--- src/rtl/usb_endpoint_tx_packer_pkg.sv ---
// Purpose: shared definitions for the USB IN-endpoint transmit packer.
// Latency: n/a (types and constants only).
// Backpressure: n/a.
// Contents: transaction-type bit indices and packer state encoding.
package usb_endpoint_tx_packer_pkg;

  // Bit positions inside the one-hot i_txnType vector.
  localparam int TXN_SETUP = 2;
  localparam int TXN_OUT   = 1;
  localparam int TXN_IN    = 0;

  typedef enum logic [1:0] {
    ST_FILL = 2'd0,  // gathering application bytes
    ST_HOLD = 2'd1,  // packet offered to the transactions layer
    ST_WAIT = 2'd2   // packet sent, awaiting ACK or timeout
  } state_e;

endpackage

--- src/rtl/usb_endpoint_tx_packer.sv ---
// Purpose: packs an application byte stream into USB IN packets (max MAX_PKT bytes),
//          holds each until ACKed, and emits short packets / ZLPs on flush or idle.
// Latency: a packet is offered the cycle after its last byte, flush or idle expiry.
// Backpressure: o_appReady drops while a packet is offered or awaiting ACK.
// Ports:
//   i_clk, i_rst_n             clock, async active-low reset
//   i_halt / o_etStall         endpoint halt; masks o_etValid, answers IN with STALL
//   i_appValid/o_appReady/i_appData/i_appFlush   application byte stream
//   o_etValid/i_etReady/o_etData/o_etData_nBytes packet offer to transactions layer
//   i_txnType, i_etAck, i_etTimeout              transaction type and host outcome
module usb_endpoint_tx_packer
  import usb_endpoint_tx_packer_pkg::*;
#(
  parameter int MAX_PKT    = 8,
  parameter int IDLE_FLUSH = 1024,
  parameter int ZLP_EN     = 1
) (
  input  logic                         i_clk,
  input  logic                         i_rst_n,
  input  logic                         i_halt,
  input  logic                         i_appValid,
  output logic                         o_appReady,
  input  logic [7:0]                   i_appData,
  input  logic                         i_appFlush,
  output logic                         o_etStall,
  input  logic                         i_etReady,
  output logic                         o_etValid,
  output logic [8*MAX_PKT-1:0]         o_etData,
  output logic [$clog2(MAX_PKT):0]     o_etData_nBytes,
  input  logic [2:0]                   i_txnType,
  input  logic                         i_etAck,
  input  logic                         i_etTimeout
);

  localparam int CW = $clog2(MAX_PKT) + 1;
  // Idle counter only needs to reach IDLE_FLUSH-1.
  localparam int IW = (IDLE_FLUSH > 1) ? $clog2(IDLE_FLUSH) : 1;
  localparam logic [IW-1:0] IDLE_LAST = (IDLE_FLUSH > 0) ? IW'(IDLE_FLUSH - 1) : '0;
  localparam logic [CW-1:0] FULL = CW'(MAX_PKT);

  state_e               state_q;
  logic [CW-1:0]        count_q, count_d;
  logic [8*MAX_PKT-1:0] data_q, data_d;
  logic [CW-1:0]        nbytes_q;
  logic                 app_ready_q;
  logic                 et_valid_q;
  logic                 zlp_pending_q;
  logic                 flush_pending_q;
  logic [IW-1:0]        idle_q;

  logic wr;
  logic accept;
  logic idle_hit;
  logic fill_done;

  assign wr      = (state_q == ST_FILL) && i_appValid && app_ready_q;
  assign count_d = count_q + CW'(wr);
  assign accept  = o_etValid && i_etReady && i_txnType[TXN_IN];

  // A byte arriving restarts the idle window, so it never coincides with an idle flush.
  assign idle_hit = (IDLE_FLUSH != 0) && !wr && (count_q != '0) && (idle_q == IDLE_LAST);

  assign fill_done = (count_d == FULL)
                   || (i_appFlush && ((count_d != '0) || zlp_pending_q))
                   || idle_hit;

  always_comb begin
    data_d = data_q;
    for (int i = 0; i < MAX_PKT; i++) begin
      if (wr && (count_q == CW'(i))) data_d[i*8 +: 8] = i_appData;
    end
  end

  always_ff @(posedge i_clk or negedge i_rst_n) begin
    if (!i_rst_n) begin
      state_q         <= ST_FILL;
      count_q         <= '0;
      data_q          <= '0;
      nbytes_q        <= '0;
      app_ready_q     <= 1'b1;
      et_valid_q      <= 1'b0;
      zlp_pending_q   <= 1'b0;
      flush_pending_q <= 1'b0;
      idle_q          <= '0;
    end else begin
      case (state_q)
        ST_FILL: begin
          data_q  <= data_d;
          count_q <= count_d;
          if (wr || (count_q == '0)) idle_q <= '0;
          else if (idle_q != IDLE_LAST) idle_q <= idle_q + 1'b1;
          // Flush landing on the final byte: the full packet ends the transfer.
          if ((count_d == FULL) && i_appFlush) flush_pending_q <= 1'b1;
          if (fill_done) begin
            state_q     <= ST_HOLD;
            app_ready_q <= 1'b0;
            et_valid_q  <= 1'b1;
            nbytes_q    <= count_d;
            idle_q      <= '0;
          end
        end
        ST_HOLD: begin
          if (i_appFlush) flush_pending_q <= 1'b1;
          if (accept) begin
            state_q    <= ST_WAIT;
            et_valid_q <= 1'b0;
          end
        end
        ST_WAIT: begin
          if (i_appFlush) flush_pending_q <= 1'b1;
          if (i_etAck) begin
            count_q         <= '0;
            data_q          <= '0;
            nbytes_q        <= '0;
            flush_pending_q <= 1'b0;
            if ((nbytes_q == FULL) && (ZLP_EN != 0) && (flush_pending_q || i_appFlush)) begin
              // Full final packet: terminate the transfer with a zero-length packet.
              zlp_pending_q <= 1'b1;
              state_q       <= ST_HOLD;
              et_valid_q    <= 1'b1;
            end else begin
              zlp_pending_q <= 1'b0;
              state_q       <= ST_FILL;
              app_ready_q   <= 1'b1;
            end
          end else if (i_etTimeout) begin
            state_q    <= ST_HOLD;
            et_valid_q <= 1'b1;
          end
        end
        default: state_q <= ST_FILL;
      endcase
    end
  end

  assign o_appReady      = app_ready_q;
  assign o_etStall       = i_halt;
  // Halt only masks the offer; the held packet is kept for later.
  assign o_etValid       = et_valid_q && !i_halt;
  assign o_etData        = data_q;
  assign o_etData_nBytes = nbytes_q;

  a_txn_onehot: assert property (@(posedge i_clk) disable iff (!i_rst_n)
    accept |-> $onehot(i_txnType));
  a_ack_timeout_excl: assert property (@(posedge i_clk) disable iff (!i_rst_n)
    !(i_etAck && i_etTimeout));

endmodule

--- config.mk ---
export PLATFORM = sky130hd
export DESIGN_NAME = usb_endpoint_tx_packer
export DESIGN_NICKNAME = d
export VERILOG_FILES = /design/src/rtl/usb_endpoint_tx_packer_pkg.sv /design/src/rtl/usb_endpoint_tx_packer.sv
export SDC_FILE = /design/constraint.sdc
export NUM_CORES = 1
export LEC_CHECK = 0
export CORE_UTILIZATION = 46
export CTS_CLUSTER_SIZE = 30
export DETAILED_ROUTE_END_ITERATION = 10
export GPL_TIMING_DRIVEN = 0
export PLACE_DENSITY = 0.85
export REMOVE_ABC_BUFFERS = 1
export SLEW_MARGIN = 10
export SYNTH_ARGS = -nofsm -noshare
export SYNTH_HDL_FRONTEND = slang
export SYNTH_SLANG_ARGS = --single-unit
--- constraint.sdc ---
create_clock -name i_clk -period 2.5 [get_ports i_clk]
set_input_delay 0.375 -clock i_clk [delete_from_list [all_inputs] [get_ports i_clk]]
set_output_delay 0.375 -clock i_clk [all_outputs]
set_load 0.02 [all_outputs]
After elaboration in Yosys (flattened, before gate mapping). Cells that the tools add are included. Widths: inputs -> output; s select.

Register bits after elaboration: 88. Input port bits: 19. Output and inout bits: 71. Word-level logic and storage cells: 132.

$add $sub $neg: 2. Equal/unequal tests: 28. Multiplexer cells: 38. Reduce and logical (&&, ||, !) cells: 48.

Operator list (count): $pmux 64 s2 (1); $mux 64 (1); $mux 8 (8); $mux 10 (3); $reduce_and 3->1 (10); $logic_and 1x1->1 (18); $ne 2x1->1 const B (9); $eq 4x3->1 const B (4); $pmux 4 s2 (2); $mux 1 (13); $add 10x1->10 const B (1); $eq 10x10->1 const B (1); $ne 10x10->1 const B (1); $eq 4x2->1 const B (2); $eq 4x4->1 const B (2); $mux 2 (4); $mux 4 (2); $ne 2x2->1 const B (4); $reduce_and 2->1 (4); $reduce_bool 4->1 (2); $ne 3x3->1 const B (2); $pmux 1 s3 (2); $pmux 2 s3 (1); $reduce_bool 3->1 (2); 12 further kinds (17).

Logic depth before layout (Yosys ltp).
Depth in word-level cells: 11. Depth in mapped cells: 12. Mapped depth without buffers: 11.

Worst setup path after synthesis. OpenSTA, ideal clock, no wires.

Path type: register -> register. Start point: register state_q[0]. End point: register state_q[1]. Library setup time: 0.128 ns. Data arrival time: 2.617 ns. Required time: 2.372 ns. Setup slack: -0.245 ns. Stages on the path, launching flop included: 12. Path buffers: 1. Period minus slack after synthesis: 2.745 ns. Cells stage by stage: dfrtp_1 inv_1 ha_1 buf_4 nand3_2 inv_1 ha_1 ha_1 or3_4 o21a_4 a31oi_1 mux2_1.

Cells in the longest elaborated chain, start to end: 11. Elaborated cells on any way between the ends: 20. Classes of those cells: add/sub: 1; eq/ne: 6; mux: 1; reduce/logical: 12.

Ends and longest elaborated chain: start: declaration (RTL line usb_endpoint_tx_packer.sv:41) `state_e state_q;`; start signal: assignment (RTL line usb_endpoint_tx_packer.sv:76) `state_q <= ST_FILL;`; start signal: assignment (RTL line usb_endpoint_tx_packer.sv:95) `state_q <= ST_HOLD;`; start signal: assignment (RTL line usb_endpoint_tx_packer.sv:105) `state_q <= ST_WAIT;`; $logic_not 2->1 (RTL line usb_endpoint_tx_packer.sv:56, usb_endpoint_tx_packer.sv:86); $logic_and 1x1->1 (2 in series) (RTL line usb_endpoint_tx_packer.sv:56) `assign wr = (state_q == ST_FILL) && i_appValid && app_ready_q;`; $add 4x1->4 (RTL line usb_endpoint_tx_packer.sv:57) `assign count_d = count_q + CW'(wr);`; $reduce_bool 4->1 (RTL line usb_endpoint_tx_packer.sv:64) `|| (i_appFlush && ((count_d != '0) || zlp_pending_q))`; $logic_or 1x1->1 (RTL line usb_endpoint_tx_packer.sv:64); $logic_and 1x1->1 (RTL line usb_endpoint_tx_packer.sv:64); $logic_or 1x1->1 (RTL line usb_endpoint_tx_packer.sv:64); $logic_or 1x1->1 (RTL line usb_endpoint_tx_packer.sv:65) `|| idle_hit;`; $ne 2x2->1 (no source line); $reduce_and 3->1 (no source line).

Several ways; a longest one is shown, not always the timed one. A chain may end at the register's enable or synchronous reset.

Worst setup path after layout.
Start point: register state_q[0]. End point: register idle_q[2].

Cells in the longest elaborated chain, start to end: 11. Elaborated cells on any way between the ends: 18. Classes of those cells: add/sub: 1; eq/ne: 1; mux: 2; reduce/logical: 14.

Ends and longest elaborated chain: $logic_not 2->1 (*) (RTL line usb_endpoint_tx_packer.sv:56, usb_endpoint_tx_packer.sv:86); $logic_and 1x1->1 (2 in series) (RTL line usb_endpoint_tx_packer.sv:56); $add 4x1->4 (RTL line usb_endpoint_tx_packer.sv:57); $reduce_bool 4->1 (RTL line usb_endpoint_tx_packer.sv:64); $logic_or 1x1->1 (RTL line usb_endpoint_tx_packer.sv:64); $logic_and 1x1->1 (RTL line usb_endpoint_tx_packer.sv:64); $logic_or 1x1->1 (RTL line usb_endpoint_tx_packer.sv:64); $logic_or 1x1->1 (RTL line usb_endpoint_tx_packer.sv:65); $reduce_bool 3->1 (no source line); $reduce_and 2->1 (no source line); end signal: assignment (RTL line usb_endpoint_tx_packer.sv:91) `else if (idle_q != IDLE_LAST) idle_q <= idle_q + 1'b1;`; end: declaration (RTL line usb_endpoint_tx_packer.sv:49) `logic [IW-1:0] idle_q;`.

Mark *: on every way between the ends. The rest lies on a longest branch, timed or not.

==> results_tabular.tex <==
\begin{tabular}{lr}
\hline
Metric & Value \\
\hline
\multicolumn{2}{l}{\textbf{Global routing}} \\
Vias in the first global route & 3163 \\
Pin count of the biggest net entering global routing & 65 \\
Aggregate global-route resource usage & 23.1\% \\
Global-route congestion overflow total & 0 \\
Initial antenna violation count & 0 \\
Wire length of the first global-routing pass & 15900 µm \\
\multicolumn{2}{l}{\textbf{Worst setup path}} \\
Worst R2R Setup Slack & -0.03 ns \\
Critical path data required time & 2.74 ns \\
Worst-path fanout max & 4 \\
Signal arrival time at the worst endpoint & 2.78 ns \\
Startpoint of the worst register-to-register path & state\_q[0] \\
Critical Path End Type & register \\
Startpoint-to-endpoint class of the critical path & register to register \\
Worst reg-to-reg path cell count & 12 \\
Destination of the worst register-to-register timing path & idle\_q[2] \\
Critical Path Start Type & register \\
\multicolumn{2}{l}{\textbf{Route}} \\
Post-Route WL & 10200 µm \\
Total via count after detailed routing & 3070 \\
Post-route DRC violation count & 0 \\
Detail-routed net length per standard cell & 18.6 µm \\
DRT Pass-1 Iters & 4 \\
Number of DRC markers after the initial detailed-route iteration & 197 \\
Ratio of routed vias to standard cells & 5.60 \\
Detail Route Antenna Nets & 0 \\
\multicolumn{2}{l}{\textbf{Cells and area}} \\
NumNets Final & 462 \\
Layout Cell Area excl Fill & 5550 µm² \\
Final core utilization & 63.9\% \\
Fraction of layout instances using a drive strength above 1 & 28.6\% \\
Number of antenna diodes & 0 \\
Most frequent cells in the layout & 87 x sky130\_fd\_sc\_hd\_\_dfrtp\_1, 86 x sky130\_fd\_sc\_hd\_\_clkdlybuf4s50\_1, 64 x sky130\_fd\_sc\_hd\_\_mux2\_2, 24 x sky130\_fd\_sc\_hd\_\_nand2\_1, 14 x sky130\_fd\_sc\_hd\_\_buf\_4 \\
Synthesis-to-layout area growth & 35.0\% \\
Most common cell after layout, fill and taps aside & sky130\_fd\_sc\_hd\_\_dfrtp\_1 \\
\multicolumn{2}{l}{\textbf{Clock tree}} \\
Clock tree from TritonCTS & done \\
Clock root buffer & sky130\_fd\_sc\_hd\_\_clkbuf\_8 \\
CTS buffer count & 9 \\
Clock-pin slew of the registers on the worst-case setup and hold paths & 0.10 ns \\
Worst-case clock buffer depth & 2 \\
Number of H-tree branching levels & 3 \\
Number of clock sinks & 88 \\
Clk\_lat worst skew & 0.37 ns \\
\multicolumn{2}{l}{\textbf{Floorplan}} \\
Total die area & 9320 µm² \\
Starting Density & 47.4\% \\
Vertical extent of the die & 96.5 µm \\
Number of top-level design ports & 90 \\
X dimension of the die & 96.5 µm \\
Placement Rows & 34 \\
Floorplan core area & 8680 µm² \\
\multicolumn{2}{l}{\textbf{Yosys}} \\
Mean area per synthesized cell & 12.5 µm² \\
Netlist area before placement & 4110 µm² \\
Top cells by area, synth & sky130\_fd\_sc\_hd\_\_dfrtp\_1 53\%, sky130\_fd\_sc\_hd\_\_mux2\_2 18\%, sky130\_fd\_sc\_hd\_\_ha\_1 2.4\% \\
Number of synthesized register bits & 88 \\
Area share of the largest cell type after synthesis & 53.0\% \\
Synth Instances & 329 \\
Dominant cell type by area after synthesis & sky130\_fd\_sc\_hd\_\_dfrtp\_1 \\
Number of distinct library cells after synthesis & 54 \\
Sequential-to-total area share from yosys stat & 53.6\% \\
Yosys warnings & 0 \\
\multicolumn{2}{l}{\textbf{Power}} \\
Reported leakage power & 0.00230 µW \\
Peak VDD IR & 810 µV \\
Cell area power density & 1400 nW/µm² \\
\multicolumn{2}{l}{\textbf{STA}} \\
Transition at the pin with the smallest max-transition slack & 0.623 ns \\
Worst slew margin & 58.4\% \\
FMAX & 0.395 GHz \\
Worst hold margin & 0.440 ns \\
RSZ-0062 raised after global routing & yes \\
Count of final setup violators & 1 \\
Final-report hold violation count & 0 \\
Final critical-path required period & 2.53 ns \\
Final Max Slew Viols & 0 \\
Final critical-path share of the clock period & 101\% \\
Final setup margin & -0.0341 ns \\
Worst Skew & 0.0207 ns \\
\multicolumn{2}{l}{\textbf{Placement}} \\
Count of buffers inserted at the top-level ports & 87 \\
Cell area reported after detailed placement & 5090 µm² \\
Last weighted congestion value of the routability-driven placer & 0.843 \\
Hpwl dp & 6700 µm \\
\multicolumn{2}{l}{\textbf{Hold path}} \\
Worst Hold Class & primary input to async pin \\
\multicolumn{2}{l}{\textbf{Job}} \\
Number of maximum-capacitance constraint violations & 0 \\
\multicolumn{2}{l}{\textbf{Status}} \\
Violated checks & setup timing \\
Run status & finished, violations left \\
\hline
\end{tabular}
## synthesized netlist by cell type, drive strengths merged
| cell | n |
|---|---|
| a22oi | 1 |
| clkinv | 1 |
| nand2b | 6 |
| nand3 | 7 |
| or2 | 1 |
| nor4b | 1 |
| mux2 | 66 |
| nor2 | 12 |
| buf | 4 |
| inv | 9 |
| o311ai | 2 |
| ha | 8 |
| a311oi | 1 |
| nand2 | 25 |
| o31ai | 5 |
| nand3b | 2 |
| xor2 | 3 |
| a32oi | 1 |
| o21a | 1 |
| nand4b | 1 |
| dfrtp | 87 |
| clkbuf | 5 |
| a31oi | 4 |
| o21ai | 16 |
| or3 | 3 |
| o2bb2ai | 3 |
| nor3 | 4 |
| and3 | 1 |
| nor3b | 1 |
| a21oi | 8 |
| dfstp | 1 |
| nand4 | 5 |
| and2 | 2 |
| a22o | 5 |
| mux2i | 4 |
| a211oi | 1 |
| nor4 | 3 |
| o211ai | 5 |
| o41ai | 1 |
| a21o | 2 |
| nor2b | 11 |
## cell families after synthesis
family	Yosys count	share of synthesized area [%]
DFF	88	53.6
and+or+nand+nor	85	11.6
muxes	70	19.1
AOI/OAI and AO/OA	56	10.4
buffers and inverters	19	2.13
adders and majority gates	8	2.43
xor gates and xnor gates	3	0.822
## worst max-delay path by stage
stage / slack, ns / cells after the start / end / start
final: -0.03 / 12 / idle_q[2] / state_q[0]
after global routing: -0.07 / 12 / idle_q[2] / state_q[0]
after CTS: 0.0002 / 11 / idle_q[0] / state_q[0]
after detailed placement: -1.09 / 10 / state_q[1] / state_q[0]
after global placement: -2.05 / 1 / o_etData[44] / i_rst_n
after floorplan: -0.62 / 10 / state_q[1] / state_q[0]
## critical path: stages (launching register included)
cell,delay [ns]
sky130_fd_sc_hd__dfrtp_1,0.39
sky130_fd_sc_hd__inv_2,0.07
sky130_fd_sc_hd__ha_4,0.17
sky130_fd_sc_hd__nand3_4,0.08
sky130_fd_sc_hd__inv_4,0.05
sky130_fd_sc_hd__ha_4,0.16
sky130_fd_sc_hd__ha_4,0.17
sky130_fd_sc_hd__xor2_4,0.16
sky130_fd_sc_hd__or3_4,0.43
sky130_fd_sc_hd__buf_4,0.15
sky130_fd_sc_hd__o211ai_2,0.23
sky130_fd_sc_hd__o31ai_1,0.12
sky130_fd_sc_hd__a22o_1,0.22
## layer usage
metal	GRT usage, %	vias to the layer above	part of all wire [%]
met5	0	-	0
met4	9.19	0	1.9
met3	7.75	17	8.1
met2	38.1	114	49
met1	27.8	1538	41
li1	-	1401	-
## stage by stage
| step | power, µW | setup slack, ns | setup TNS [ns] | std cells |
|---|---|---|---|---|
| detailed placement | 6440 | -1.09 | -47.15 | 516 |
| global route | 8140 | -0.0724 | -0.385 | 548 |
| finish | 7750 | -0.0341 | -0.0341 | 548 |
| global placement | 6290 | -2.05 | -219.42 | 515 |
| floorplan | 4760 | -0.623 | -8.40 | 320 |
| CTS | 7650 | 0.000150 | 0 | 540 |
## area by class of cell
cell class / count / area [µm²]
clock buffer: 10 / 128
clock inverter: 6 / 75.1
fill: 660 / 3130
inverter: 10 / 40.0
multi-input combinational: 223 / 1940
sequential: 88 / 2200
tap: 108 / 135
timing repair buffer: 103 / 1020
## report_power, final
group          leakage [µW]  switching [µW]  internal, µW
Sequential          0.00109             338          2030
Clock             0.0000994             553           478
Combinational       0.00112            2200          2150
Total               0.00230            3090          4660
## registers in the layout, indices dropped and copies added, names as in the netlist
name / flops
et_valid_q: 1
zlp_pending_q: 1
o_appReady: 1
o_etData_nBytes: 4
count_q: 4
flush_pending_q: 1
o_etData: 64
state_q: 2
idle_q: 10
## what timing repair did
| action | CTS | global route |
|---|---|---|
| endpoints found under the setup margin | 86 | 20 |
| cloned | 0 | 1 |
| hold endpoints to repair | 23 | 0 |
| hold buffers | 1 | 0 |
| resized for setup | 12 | 11 |
| pin swaps | 6 | 6 |
| setup buffers | 7 | 7 |
No activity file was read; power rests on OpenSTA's default activity.
